===== src/rtl/ascon_out_unpack_pkg.sv =====
// Shared Ascon datapath constants and the output-unpacker state encoding.
// Imported by the unpacker interface, top and tag comparator.
package ascon_pack;

  localparam int BLOCK_WIDTH = 128;
  localparam int PAD_AW      = 4;
  localparam int BLOCK_BYTES = BLOCK_WIDTH / 8;
  localparam int OUT_WIDTH   = 32;
  localparam int OUT_WORDS   = BLOCK_WIDTH / OUT_WIDTH;
  localparam int OUT_BYTES   = OUT_WIDTH / 8;

  typedef enum logic [1:0] {
    UnpIdle,
    UnpData,
    UnpWaitTag,
    UnpTagOut
  } unpack_state_e;

endpackage


===== src/rtl/ascon_out_unpack_if.sv =====
// Bundle of block-in, tag-in and word-out handshakes for ascon_out_unpack.
// slave = unpacker side, master = core/FIFO side.
interface ascon_out_unpack_if;
  import ascon_pack::*;

  logic                   blk_valid_i;
  logic                   blk_ready_o;
  logic [BLOCK_WIDTH-1:0] blk_data_i;
  logic [PAD_AW:0]        blk_bytes_i;
  logic                   blk_last_i;
  logic                   dec_mode_i;
  logic                   tag_valid_i;
  logic                   tag_ready_o;
  logic [BLOCK_WIDTH-1:0] tag_i;
  logic [BLOCK_WIDTH-1:0] exp_tag_i;
  logic                   out_valid_o;
  logic                   out_ready_i;
  logic [OUT_WIDTH-1:0]   out_data_o;
  logic [OUT_BYTES-1:0]   out_strb_o;
  logic                   out_last_o;
  logic                   done_o;
  logic                   tag_ok_o;

  modport slave (
    input  blk_valid_i, blk_data_i, blk_bytes_i,
    input  blk_last_i, dec_mode_i,
    input  tag_valid_i, tag_i, exp_tag_i,
    input  out_ready_i,
    output blk_ready_o, tag_ready_o,
    output out_valid_o, out_data_o, out_strb_o,
    output out_last_o, done_o, tag_ok_o
  );

  modport master (
    output blk_valid_i, blk_data_i, blk_bytes_i,
    output blk_last_i, dec_mode_i,
    output tag_valid_i, tag_i, exp_tag_i,
    output out_ready_i,
    input  blk_ready_o, tag_ready_o,
    input  out_valid_o, out_data_o, out_strb_o,
    input  out_last_o, done_o, tag_ok_o
  );

endinterface


===== src/rtl/ascon_out_unpack_tag_cmp.sv =====
// Constant-time tag equality: XOR every bit, OR-reduce, no early exit.
// Ports: a_i, b_i (tags), eq_o (1 when identical).
module ascon_tag_cmp
  import ascon_pack::*;
(
  input  logic [BLOCK_WIDTH-1:0] a_i,
  input  logic [BLOCK_WIDTH-1:0] b_i,
  output logic                   eq_o
);

  assign eq_o = ~|(a_i ^ b_i);

endmodule


===== src/rtl/ascon_out_unpack.sv =====
// Strips block padding, serialises 128-bit blocks to 32-bit strobed words,
// appends the tag (encrypt) or checks it (decrypt). Ports: clk_i, rst_i, bus.
module ascon_out_unpack
  import ascon_pack::*;
#(
  parameter int BLOCK_W = BLOCK_WIDTH,
  parameter int OUT_W   = OUT_WIDTH,
  parameter int BYTES_W = PAD_AW + 1
) (
  input  logic                clk_i,
  input  logic                rst_i,
  ascon_out_unpack_if.slave   bus
);

  localparam logic [BYTES_W-1:0] MaxBytes = BYTES_W'(BLOCK_BYTES);

  unpack_state_e                       state_q, state_d;
  logic [OUT_WORDS-1:0][OUT_W-1:0]     buf_q, buf_d;
  logic [BYTES_W-1:0]                  bytes_q, bytes_d;
  logic [1:0]                          widx_q, widx_d;
  logic                                last_q, last_d;
  logic                                dec_q, dec_d;
  logic                                tag_ok_q, tag_ok_d;
  logic                                done_q, done_d;

  logic [BYTES_W-1:0] bytes_c;
  logic [BYTES_W-1:0] rem;
  logic [OUT_W-1:0]   word;
  logic [3:0]         strb;
  logic               tag_eq;
  logic               out_hs;
  logic               fin_word;

  ascon_tag_cmp u_cmp (
    .a_i  (bus.tag_i),
    .b_i  (bus.exp_tag_i),
    .eq_o (tag_eq)
  );

  assign bytes_c = (bus.blk_bytes_i > MaxBytes)
                 ? MaxBytes : bus.blk_bytes_i;

  // Bytes still to send, counting the current word.
  assign rem      = bytes_q - {1'b0, widx_q, 2'b00};
  assign fin_word = (rem <= 5'd4);

  // Word k lives in the top of the buffer: index 3-k.
  assign word = buf_q[~widx_q];

  always_comb begin
    strb = 4'b0000;
    if (state_q == UnpTagOut) begin
      strb = 4'b1111;
    end else if (state_q == UnpData) begin
      unique case (1'b1)
        (rem >= 5'd4): strb = 4'b1111;
        (rem == 5'd3): strb = 4'b1110;
        (rem == 5'd2): strb = 4'b1100;
        (rem == 5'd1): strb = 4'b1000;
        default:       strb = 4'b0000;
      endcase
    end
  end

  always_comb begin
    bus.out_data_o = '0;
    for (int i = 0; i < 4; i++) begin
      if (strb[i]) bus.out_data_o[8*i +: 8] = word[8*i +: 8];
    end
  end

  assign bus.out_valid_o = (state_q == UnpData)
                        || (state_q == UnpTagOut);
  assign bus.out_strb_o  = strb;
  assign bus.out_last_o  =
      ((state_q == UnpData) && fin_word && last_q && dec_q)
   || ((state_q == UnpTagOut) && (widx_q == 2'd3));
  assign bus.blk_ready_o = (state_q == UnpIdle);
  assign bus.tag_ready_o = (state_q == UnpWaitTag);
  assign bus.done_o      = done_q;
  assign bus.tag_ok_o    = tag_ok_q;

  assign out_hs = bus.out_valid_o & bus.out_ready_i;

  always_comb begin
    state_d  = state_q;
    buf_d    = buf_q;
    bytes_d  = bytes_q;
    widx_d   = widx_q;
    last_d   = last_q;
    dec_d    = dec_q;
    tag_ok_d = tag_ok_q;
    done_d   = 1'b0;
    unique case (state_q)
      UnpIdle: begin
        if (bus.blk_valid_i) begin
          buf_d    = bus.blk_data_i;
          bytes_d  = bytes_c;
          last_d   = bus.blk_last_i;
          dec_d    = bus.dec_mode_i;
          tag_ok_d = 1'b0;
          widx_d   = 2'd0;
          if (bytes_c != '0)         state_d = UnpData;
          else if (bus.blk_last_i)   state_d = UnpWaitTag;
        end
      end
      UnpData: begin
        if (out_hs) begin
          if (fin_word) state_d = last_q ? UnpWaitTag : UnpIdle;
          else          widx_d  = widx_q + 2'd1;
        end
      end
      UnpWaitTag: begin
        if (bus.tag_valid_i) begin
          if (dec_q) begin
            tag_ok_d = tag_eq;
            done_d   = 1'b1;
            state_d  = UnpIdle;
          end else begin
            // Tag reuses the block buffer for serialisation.
            buf_d   = bus.tag_i;
            widx_d  = 2'd0;
            state_d = UnpTagOut;
          end
        end
      end
      UnpTagOut: begin
        if (out_hs) begin
          if (widx_q == 2'd3) begin
            done_d  = 1'b1;
            state_d = UnpIdle;
          end else begin
            widx_d = widx_q + 2'd1;
          end
        end
      end
      default: state_d = UnpIdle;
    endcase
  end

  always_ff @(posedge clk_i) begin
    if (rst_i) begin
      state_q  <= UnpIdle;
      buf_q    <= '0;
      bytes_q  <= '0;
      widx_q   <= 2'd0;
      last_q   <= 1'b0;
      dec_q    <= 1'b0;
      tag_ok_q <= 1'b0;
      done_q   <= 1'b0;
    end else begin
      state_q  <= state_d;
      buf_q    <= buf_d;
      bytes_q  <= bytes_d;
      widx_q   <= widx_d;
      last_q   <= last_d;
      dec_q    <= dec_d;
      tag_ok_q <= tag_ok_d;
      done_q   <= done_d;
    end
  end

endmodule


===== src/flat_wrapper.sv =====
// flat-port wrapper written by rule: the top's interface ports become plain ports
module ascon_out_unpack_flat import ascon_pack::*;
#(
  parameter int BLOCK_W = BLOCK_WIDTH,
  parameter int OUT_W   = OUT_WIDTH,
  parameter int BYTES_W = PAD_AW + 1
)
  (clk_i, rst_i, bus_blk_valid_i, bus_blk_data_i, bus_blk_bytes_i, bus_blk_last_i, bus_dec_mode_i, bus_tag_valid_i, bus_tag_i, bus_exp_tag_i, bus_out_ready_i, bus_blk_ready_o, bus_tag_ready_o, bus_out_valid_o, bus_out_data_o, bus_out_strb_o, bus_out_last_o, bus_done_o, bus_tag_ok_o);
  ascon_out_unpack_if bus_i ();
  input  logic clk_i;
  input  logic rst_i;
  input wire logic [$bits(bus_i.blk_valid_i)-1:0] bus_blk_valid_i;
  input wire logic [$bits(bus_i.blk_data_i)-1:0] bus_blk_data_i;
  input wire logic [$bits(bus_i.blk_bytes_i)-1:0] bus_blk_bytes_i;
  input wire logic [$bits(bus_i.blk_last_i)-1:0] bus_blk_last_i;
  input wire logic [$bits(bus_i.dec_mode_i)-1:0] bus_dec_mode_i;
  input wire logic [$bits(bus_i.tag_valid_i)-1:0] bus_tag_valid_i;
  input wire logic [$bits(bus_i.tag_i)-1:0] bus_tag_i;
  input wire logic [$bits(bus_i.exp_tag_i)-1:0] bus_exp_tag_i;
  input wire logic [$bits(bus_i.out_ready_i)-1:0] bus_out_ready_i;
  output wire logic [$bits(bus_i.blk_ready_o)-1:0] bus_blk_ready_o;
  output wire logic [$bits(bus_i.tag_ready_o)-1:0] bus_tag_ready_o;
  output wire logic [$bits(bus_i.out_valid_o)-1:0] bus_out_valid_o;
  output wire logic [$bits(bus_i.out_data_o)-1:0] bus_out_data_o;
  output wire logic [$bits(bus_i.out_strb_o)-1:0] bus_out_strb_o;
  output wire logic [$bits(bus_i.out_last_o)-1:0] bus_out_last_o;
  output wire logic [$bits(bus_i.done_o)-1:0] bus_done_o;
  output wire logic [$bits(bus_i.tag_ok_o)-1:0] bus_tag_ok_o;
  assign bus_i.blk_valid_i = bus_blk_valid_i;
  assign bus_i.blk_data_i = bus_blk_data_i;
  assign bus_i.blk_bytes_i = bus_blk_bytes_i;
  assign bus_i.blk_last_i = bus_blk_last_i;
  assign bus_i.dec_mode_i = bus_dec_mode_i;
  assign bus_i.tag_valid_i = bus_tag_valid_i;
  assign bus_i.tag_i = bus_tag_i;
  assign bus_i.exp_tag_i = bus_exp_tag_i;
  assign bus_i.out_ready_i = bus_out_ready_i;
  assign bus_blk_ready_o = bus_i.blk_ready_o;
  assign bus_tag_ready_o = bus_i.tag_ready_o;
  assign bus_out_valid_o = bus_i.out_valid_o;
  assign bus_out_data_o = bus_i.out_data_o;
  assign bus_out_strb_o = bus_i.out_strb_o;
  assign bus_out_last_o = bus_i.out_last_o;
  assign bus_done_o = bus_i.done_o;
  assign bus_tag_ok_o = bus_i.tag_ok_o;
  ascon_out_unpack #(.BLOCK_W(BLOCK_W), .OUT_W(OUT_W), .BYTES_W(BYTES_W)) u_core (.clk_i(clk_i), .rst_i(rst_i), .bus(bus_i));
endmodule

===== config.mk =====
export PLATFORM = sky130hd
export DESIGN_NAME = ascon_out_unpack_flat
export DESIGN_NICKNAME = d
export VERILOG_FILES = /design/src/rtl/ascon_out_unpack_pkg.sv /design/src/rtl/ascon_out_unpack_if.sv /design/src/rtl/ascon_out_unpack_tag_cmp.sv /design/src/rtl/ascon_out_unpack.sv /design/src/flat_wrapper.sv
export SDC_FILE = /design/constraint.sdc
export NUM_CORES = 1
export LEC_CHECK = 0
export BUFFER_PORTS_ARGS = -buffer_cell sky130_fd_sc_hd__buf_2
export CORE_MARGIN = 2
export CORE_UTILIZATION = 25
export CTS_BUF_LIST = sky130_fd_sc_hd__clkbuf_16
export DETAILED_ROUTE_END_ITERATION = 12
export PLACE_DENSITY = 0.45
export RECOVER_POWER = 25
export SETUP_SLACK_MARGIN = 0.2
export SKIP_LAST_GASP = 1
export SLEW_MARGIN = 40
export SYNTH_ARGS = -nofsm -noshare
export SYNTH_HDL_FRONTEND = slang
export SYNTH_HIERARCHICAL = 1
export SYNTH_SLANG_ARGS = --single-unit

===== constraint.sdc =====
create_clock -name clk_i -period 2.75 [get_ports clk_i]
set_input_delay 0.1375 -clock clk_i [delete_from_list [all_inputs] [get_ports clk_i]]
set_output_delay 0.1375 -clock clk_i [all_outputs]
set_load 0.01 [all_outputs]

==> results.cfg, run 1 <==
[layout]
final_cell_mix = 428 x buf_2, 138 x dfxtp_1, 136 x nor2_1
final_cells = 1830
nets = 1746
final_util = 0.352
drive_above_1_share = 0.488
nFillCells = 3802
areaGrowthSynthToFinish_pct = 38.5
final_common_cell = buf_2

[detailed_routing]
vias_per_cell = 4.71
dr_wl_met3_um = 1870
final_antenna_net_count = 0
highest_layer = met5
num_vias = 8623
drt_iter0_markers = 359
totalWireLength_um = 41000
drt_pass1_iterations = 4
detail_route.wl_per_cell_um = 22.4
wl_met1_um = 18500
drc = 0
routed-wl-met2_um = 19800

[logic_synthesis]
syn_nets = 1321
synth_top_area_share = 0.303
ys_seq_area_frac = 0.303
synth_area_um2 = 9310
netlist_top_cells_area = dfxtp_1 30%, mux2i_1 14%, a211oi_2 14%, xnor2_1 12%, mux4_2 7.7%
ys_types = 45
syn_area_per_cell_um2 = 10.1
synthCells = 922
yosysWarningCount = 6
synth_top_area_cell = dfxtp_1
synth-seq-cells = 141

[critical_path]
setup.worst_path.start = u_core/bytes_q[2]
path_class = reg2out
cp.depth = 10
ff2ff_path_depth = 9
critical_path.cell_chain = inv_2, ha_4, inv_2, fa_2, or2_4, o31a_4, nor2_4, clkbuf_16, nor2b_1, buf_2
critPathLaunchType = flop
cp_slowest_cell = fa_2
crit_buf_inv = 4
crit_family = adder cells
worstPathArrival_ns = 2.56
crit_top_cell = inv_2
end_kind = output port
crit_fanout = 4
worstReg2RegStart = u_core/bytes_q[2]
cpPeakStageDelay_ns = 0.43
crit_required_ns = 2.61

[die]
core-area_um2 = 36600
die_w_um = 197
die_y_um = 197
dieArea_um2 = 38800
num_rows = 70
start_util = 0.254
ios = 438

[clock_tree]
path_clk_slew_ns = 0.07
cts_max_level = 4
cts-root-buf = clkbuf_16
cts.sinks = 141
cts_buffer_depth = 2
cts_buffers = 17
cts_tree = yes
clk_latency_ns = 0.41

[sta]
whs_ns = 0.0209
rsz0062_at_grt = yes
maxSlewHeadroom = 0.494
timing.final.ws_setup_ns = 0.0502
min_period_ns = 2.70
hold_violations = 0
max_slew.worst_pin.slew_ns = 0.759
setup_viol = 0
fin_skew_ns = 0.0116
period_share = 0.982
max_freq_mhz = 370
drv_slew = 0

[global_routing]
antenna_found_initial = 5
grt_max_degree = 121
grt_pass1_wl_um = 57200
grt_use_total = 0.205
gr-total-overflow = 0
grt_pass1_vias = 8899

[power_and_ir_drop]
power_density_nw_per_um2 = 554
leakagePower_nw = 4.94
power_mw = 7.14
ir_drop_v = 0.000366

[status]
outcome = finished clean

[place]
dp_hpwl_um = 33200
dpl.cell_count = 1779
numPortBuffers = 437
gp_congestion = 0.851
dp_slack_ns = 0.152

[flow_run]
cap_viol_max_count = 0

[worst_hold_path]
hold_class = in2reg
hold_path_depth = 3
worst_hold_startpoint = bus_blk_bytes_i[4]
-- layout make-up --
| cell class | instances | area, um2 | area share |
|---|---|---|---|
| inverter | 9 | 36.3 | 0.00281 |
| sequential | 141 | 2830 | 0.219 |
| tap | 468 | 586 | 0.0454 |
| antenna | 2 | 5.00 | 0.000388 |
| clock buffer | 17 | 425 | 0.0330 |
| timing repair buffer | 477 | 2710 | 0.210 |
| multi-input combinational | 701 | 6190 | 0.480 |
| clock inverter | 15 | 113 | 0.00874 |
-- path summary, 6_finish.rpt --
| kind | to | slack (ns) |
|---|---|---|
| min | u_core/bytes_q[4] | 0.02 |
| min reg2reg | u_core/last_q | 0.49 |
| max | bus_out_data_o[27] | 0.05 |
| max reg2reg | u_core/widx_q[1] | 0.32 |
-- logic make-up after synthesis --
logic type / Yosys count / share of synthesized area
simple gates: 250 / 0.131
flops: 141 / 0.303
buf+inv: 80 / 0.0417
xor+xnor: 129 / 0.121
fa+ha+maj: 3 / 0.00484
compound gates: 159 / 0.183
mux: 160 / 0.215
-- what timing repair did --
action,4_1_cts,5_1_grt
pin swaps,3,2
buffers inserted,7,5
hold endpoints to repair,3,0
gates resized for setup,16,24
endpoints found under the setup margin,37,37
hold buffers,3,0
gates cloned,1,1
-- worst min-delay path, stage by stage --
cell and delay, ns:
buf_2 0.12, nand2_1 0.07, a21oi_1 0.06
-- per-layer routing --
metal,vias up,track usage
li1,4211,-
met1,4090,0.268
met2,287,0.351
met3,29,0.0337
met4,6,0.0512
met5,-,0
-- registers in the layout, indices dropped and copies added, names as in the netlist --
name                 flops
u_core/dec_q             1
u_core/widx_q            2
u_core/bytes_q           5
u_core/bus.done_o        1
u_core/buf_q           128
u_core/state_q           2
u_core/last_q            1
u_core/bus.tag_ok_o      1
-- cell usage after synthesis, drive strengths merged --
library cell	number
nor3b	1
nor3	2
nand2	15
nand2b	3
dfxtp	141
ha	2
a21oi	15
nor2	138
o41ai	1
o21ai	2
a211oi	129
mux2i	128
o21ba	1
o31ai	4
and3	1
nand4	35
nand3	2
inv	9
fa	1
a31oi	1
or4b	1
or2	2
a21o	2
buf	53
and2b	6
mux4	32
nor4	10
clkbuf	18
and2	10
o31a	2
nand3b	5
nor2b	18
nand4bb	1
o311ai	1
a22o	1
xnor2	129
-- where the power goes --
part	internal, mW	switching [mW]	leakage, nW
Sequential	2.35	0.173	1.17
Combinational	1.11	1.33	3.53
Clock	1.17	1.01	0.248
-- stage by stage --
step / TNS, ns / area [um2]
2_1_floorplan: 0 / 9310
3_3_place_gp: 0 / 12000
3_5_place_dp: 0 / 12000
4_1_cts: -0.0619 / 12700
5_1_grt: -0.458 / 12900
6_report: 0 / 12900
No activity file was read; power rests on OpenSTA's default activity.
==> run 2, diff against run 1 <==
==> constraint.sdc (replaced) <==
create_clock -name clk_i -period 2.5 [get_ports clk_i]
set_input_delay 0.125 -clock clk_i [delete_from_list [all_inputs] [get_ports clk_i]]
set_output_delay 0.125 -clock clk_i [all_outputs]
set_load 0.01 [all_outputs]
==> run 2 against run 1 <==
Compared with the run above:
- the run now ends with negative setup slack left
- global-route usage is 0.20 points higher
- register-to-register slack worse by 0.32 ns
- sequential share of layout area is 0.36 points lower
- non-clock buffer count is 18 higher
- clock power is 22% higher
- count of clock-buffer cells in the layout is 1 higher
- setup slack worse by 0.29 ns
==> results.cfg, run 2 (same netlist as run 1, synthesis figures left out) <==
[worst_hold_path]
hold_class = in2reg

[place]
dp_hpwl_um = 33400
gp_congestion = 0.853
numPortBuffers = 437
dpl.cell_count = 1794

[global_routing]
grt_max_degree = 84
grt_pass1_wl_um = 57300
gr-total-overflow = 0
grt_use_total = 0.207
antenna_found_initial = 4
grt_pass1_vias = 8910

[status]
outcome = finished, violations left
violations = negative setup slack

[critical_path]
critical_path.cell_chain = inv_2, ha_4, inv_2, fa_2, or2_4, o31a_1, a21oi_4, buf_12, buf_12, nor2b_2, buf_2
ff2ff_path_depth = 6
worstPathArrival_ns = 2.62
cpPeakStageDelay_ns = 0.44
path_class = reg2out
reg2reg_slack_ns = 0
worstReg2RegStart = u_core/state_q[0]
setup.worst_path.end = bus_out_data_o[16]
crit_fanout = 5
end_kind = output port
setup.worst_path.start = u_core/bytes_q[2]
reg2reg_to = u_core/buf_q[25]
critPathLaunchType = flop
crit_required_ns = 2.38
cp_slowest_cell = fa_2

[die]
num_rows = 70
dieArea_um2 = 38800
ios = 438
core-area_um2 = 36600
die_y_um = 197
start_util = 0.254
die_w_um = 197

[layout]
largest_register = u_core/buf_q
final_cells = 1848
nets = 1764
nFillCells = 3881
drive_above_1_share = 0.491
largest_register_ffs = 128
areaGrowthSynthToFinish_pct = 40.8
final_cell_mix = 428 x buf_2, 138 x dfxtp_1, 136 x nor2_1
top_regs = u_core/buf_q x128, u_core/bytes_q x5
final_common_cell = buf_2

[sta]
whs_ns = 0.0107
fin_skew_ns = 0.0121
hold_violations = 0
min_period_ns = 2.74
max_slew.worst_pin.slew_ns = 0.798
period_share = 1.10
maxSlewHeadroom = 0.468
max_freq_mhz = 365
drv_slew = 0
setup_viol = 38
rsz0062_at_grt = yes
timing.final.ws_setup_ns = -0.240

[clock_tree]
cts_buffer_depth = 2
clk_latency_ns = 0.43
path_clk_slew_ns = 0.07
cts_max_level = 4
cts.sinks = 141
cts-root-buf = clkbuf_16
cts_tree = yes
cts_buffers = 17

[power_and_ir_drop]
p_clk_frac = 0.326
p_seq_frac = 0.341
power_density_nw_per_um2 = 623
ir_drop_v = 0.000386
p_comb_frac = 0.333
p_int_mw = 5.40
p_sw_frac = 0.339
leakagePower_nw = 5.07
p_sw_mw = 2.77

[detailed_routing]
detail_route.wl_per_cell_um = 22.2
final_antenna_net_count = 0
totalWireLength_um = 41000
drc = 0
num_vias = 8626
drt_pass1_iterations = 4
vias_per_cell = 4.67
drt_iter0_markers = 359

[flow_run]
cap_viol_max_count = 0
## run 2: worst min-delay path by stage
| stage | startpoint | to | slack [ns] | cells after the start |
|---|---|---|---|---|
| floorplan | bus_blk_last_i | u_core/last_q | 0.26 | 2 |
| global placement | bus_blk_last_i | u_core/last_q | 0.40 | 3 |
| detailed placement | bus_blk_last_i | u_core/last_q | 0.40 | 3 |
| CTS | bus_blk_bytes_i[1] | u_core/bytes_q[1] | 0.006 | 3 |
| global route | bus_blk_bytes_i[1] | u_core/bytes_q[1] | 0.03 | 3 |
| finish | bus_blk_bytes_i[1] | u_core/bytes_q[1] | 0.01 | 3 |
## run 2: layout make-up
type,count,area [um2],area share
clock buffer,18,450,0.0344
antenna,2,5.00,0.000382
timing repair buffer,495,2860,0.218
sequential,141,2830,0.216
tap,468,586,0.0447
inverter,9,36.3,0.00277
clock inverter,14,158,0.0120
multi-input combinational,701,6190,0.472
## run 2: repair_timing
action	in CTS	in global routing
pin swaps	9	8
hold buffers	5	0
cloned	1	0
resized for setup	20	12
setup endpoints to repair	37	38
buffers inserted	8	6
endpoints found under the hold margin	5	0
## run 2: layer usage
| layer | GRT usage | routed length (um) |
|---|---|---|
| met4 | 0.0382 | 423 |
| met5 | 0 | 38 |
| met1 | 0.267 | 17800 |
| met2 | 0.360 | 20300 |
| met3 | 0.0407 | 2420 |
## run 2: stage by stage
stage	total power, mW	cell area (um2)	setup slack, ns	util	setup TNS, ns
5_1_grt	8.62	13100	-0.303	0.358	-14.61
6_report	8.17	13100	-0.240	0.358	-6.91
4_1_cts	8.28	13100	-0.329	0.357	-9.69
2_1_floorplan	4.42	9330	0.231	-	0
3_3_place_gp	5.46	12200	-0.124	0.333	-0.124
3_5_place_dp	5.47	12200	-0.146	0.333	-0.146
## run 2: power groups by stage
stage / Sequential (mW) / Combinational (mW) / Clock [mW]
5_1_grt: 2.82 / 2.96 / 2.84
6_report: 2.78 / 2.72 / 2.67
2_1_floorplan: 2.75 / 1.67 / 0
3_3_place_gp: 2.83 / 2.63 / 0
4_1_cts: 2.79 / 2.75 / 2.74
3_5_place_dp: 2.83 / 2.64 / 0
## run 2: worst max-delay path: cells and delay by family, from the launching register on
kind / cells / cell delay (ns)
adder cells (fa/ha/maj): 2 / 0.58
buffers and inverters: 5 / 0.50
AO/OA/AOI/OAI: 2 / 0.45
flip-flops: 1 / 0.34
AND/OR/NAND/NOR: 2 / 0.30
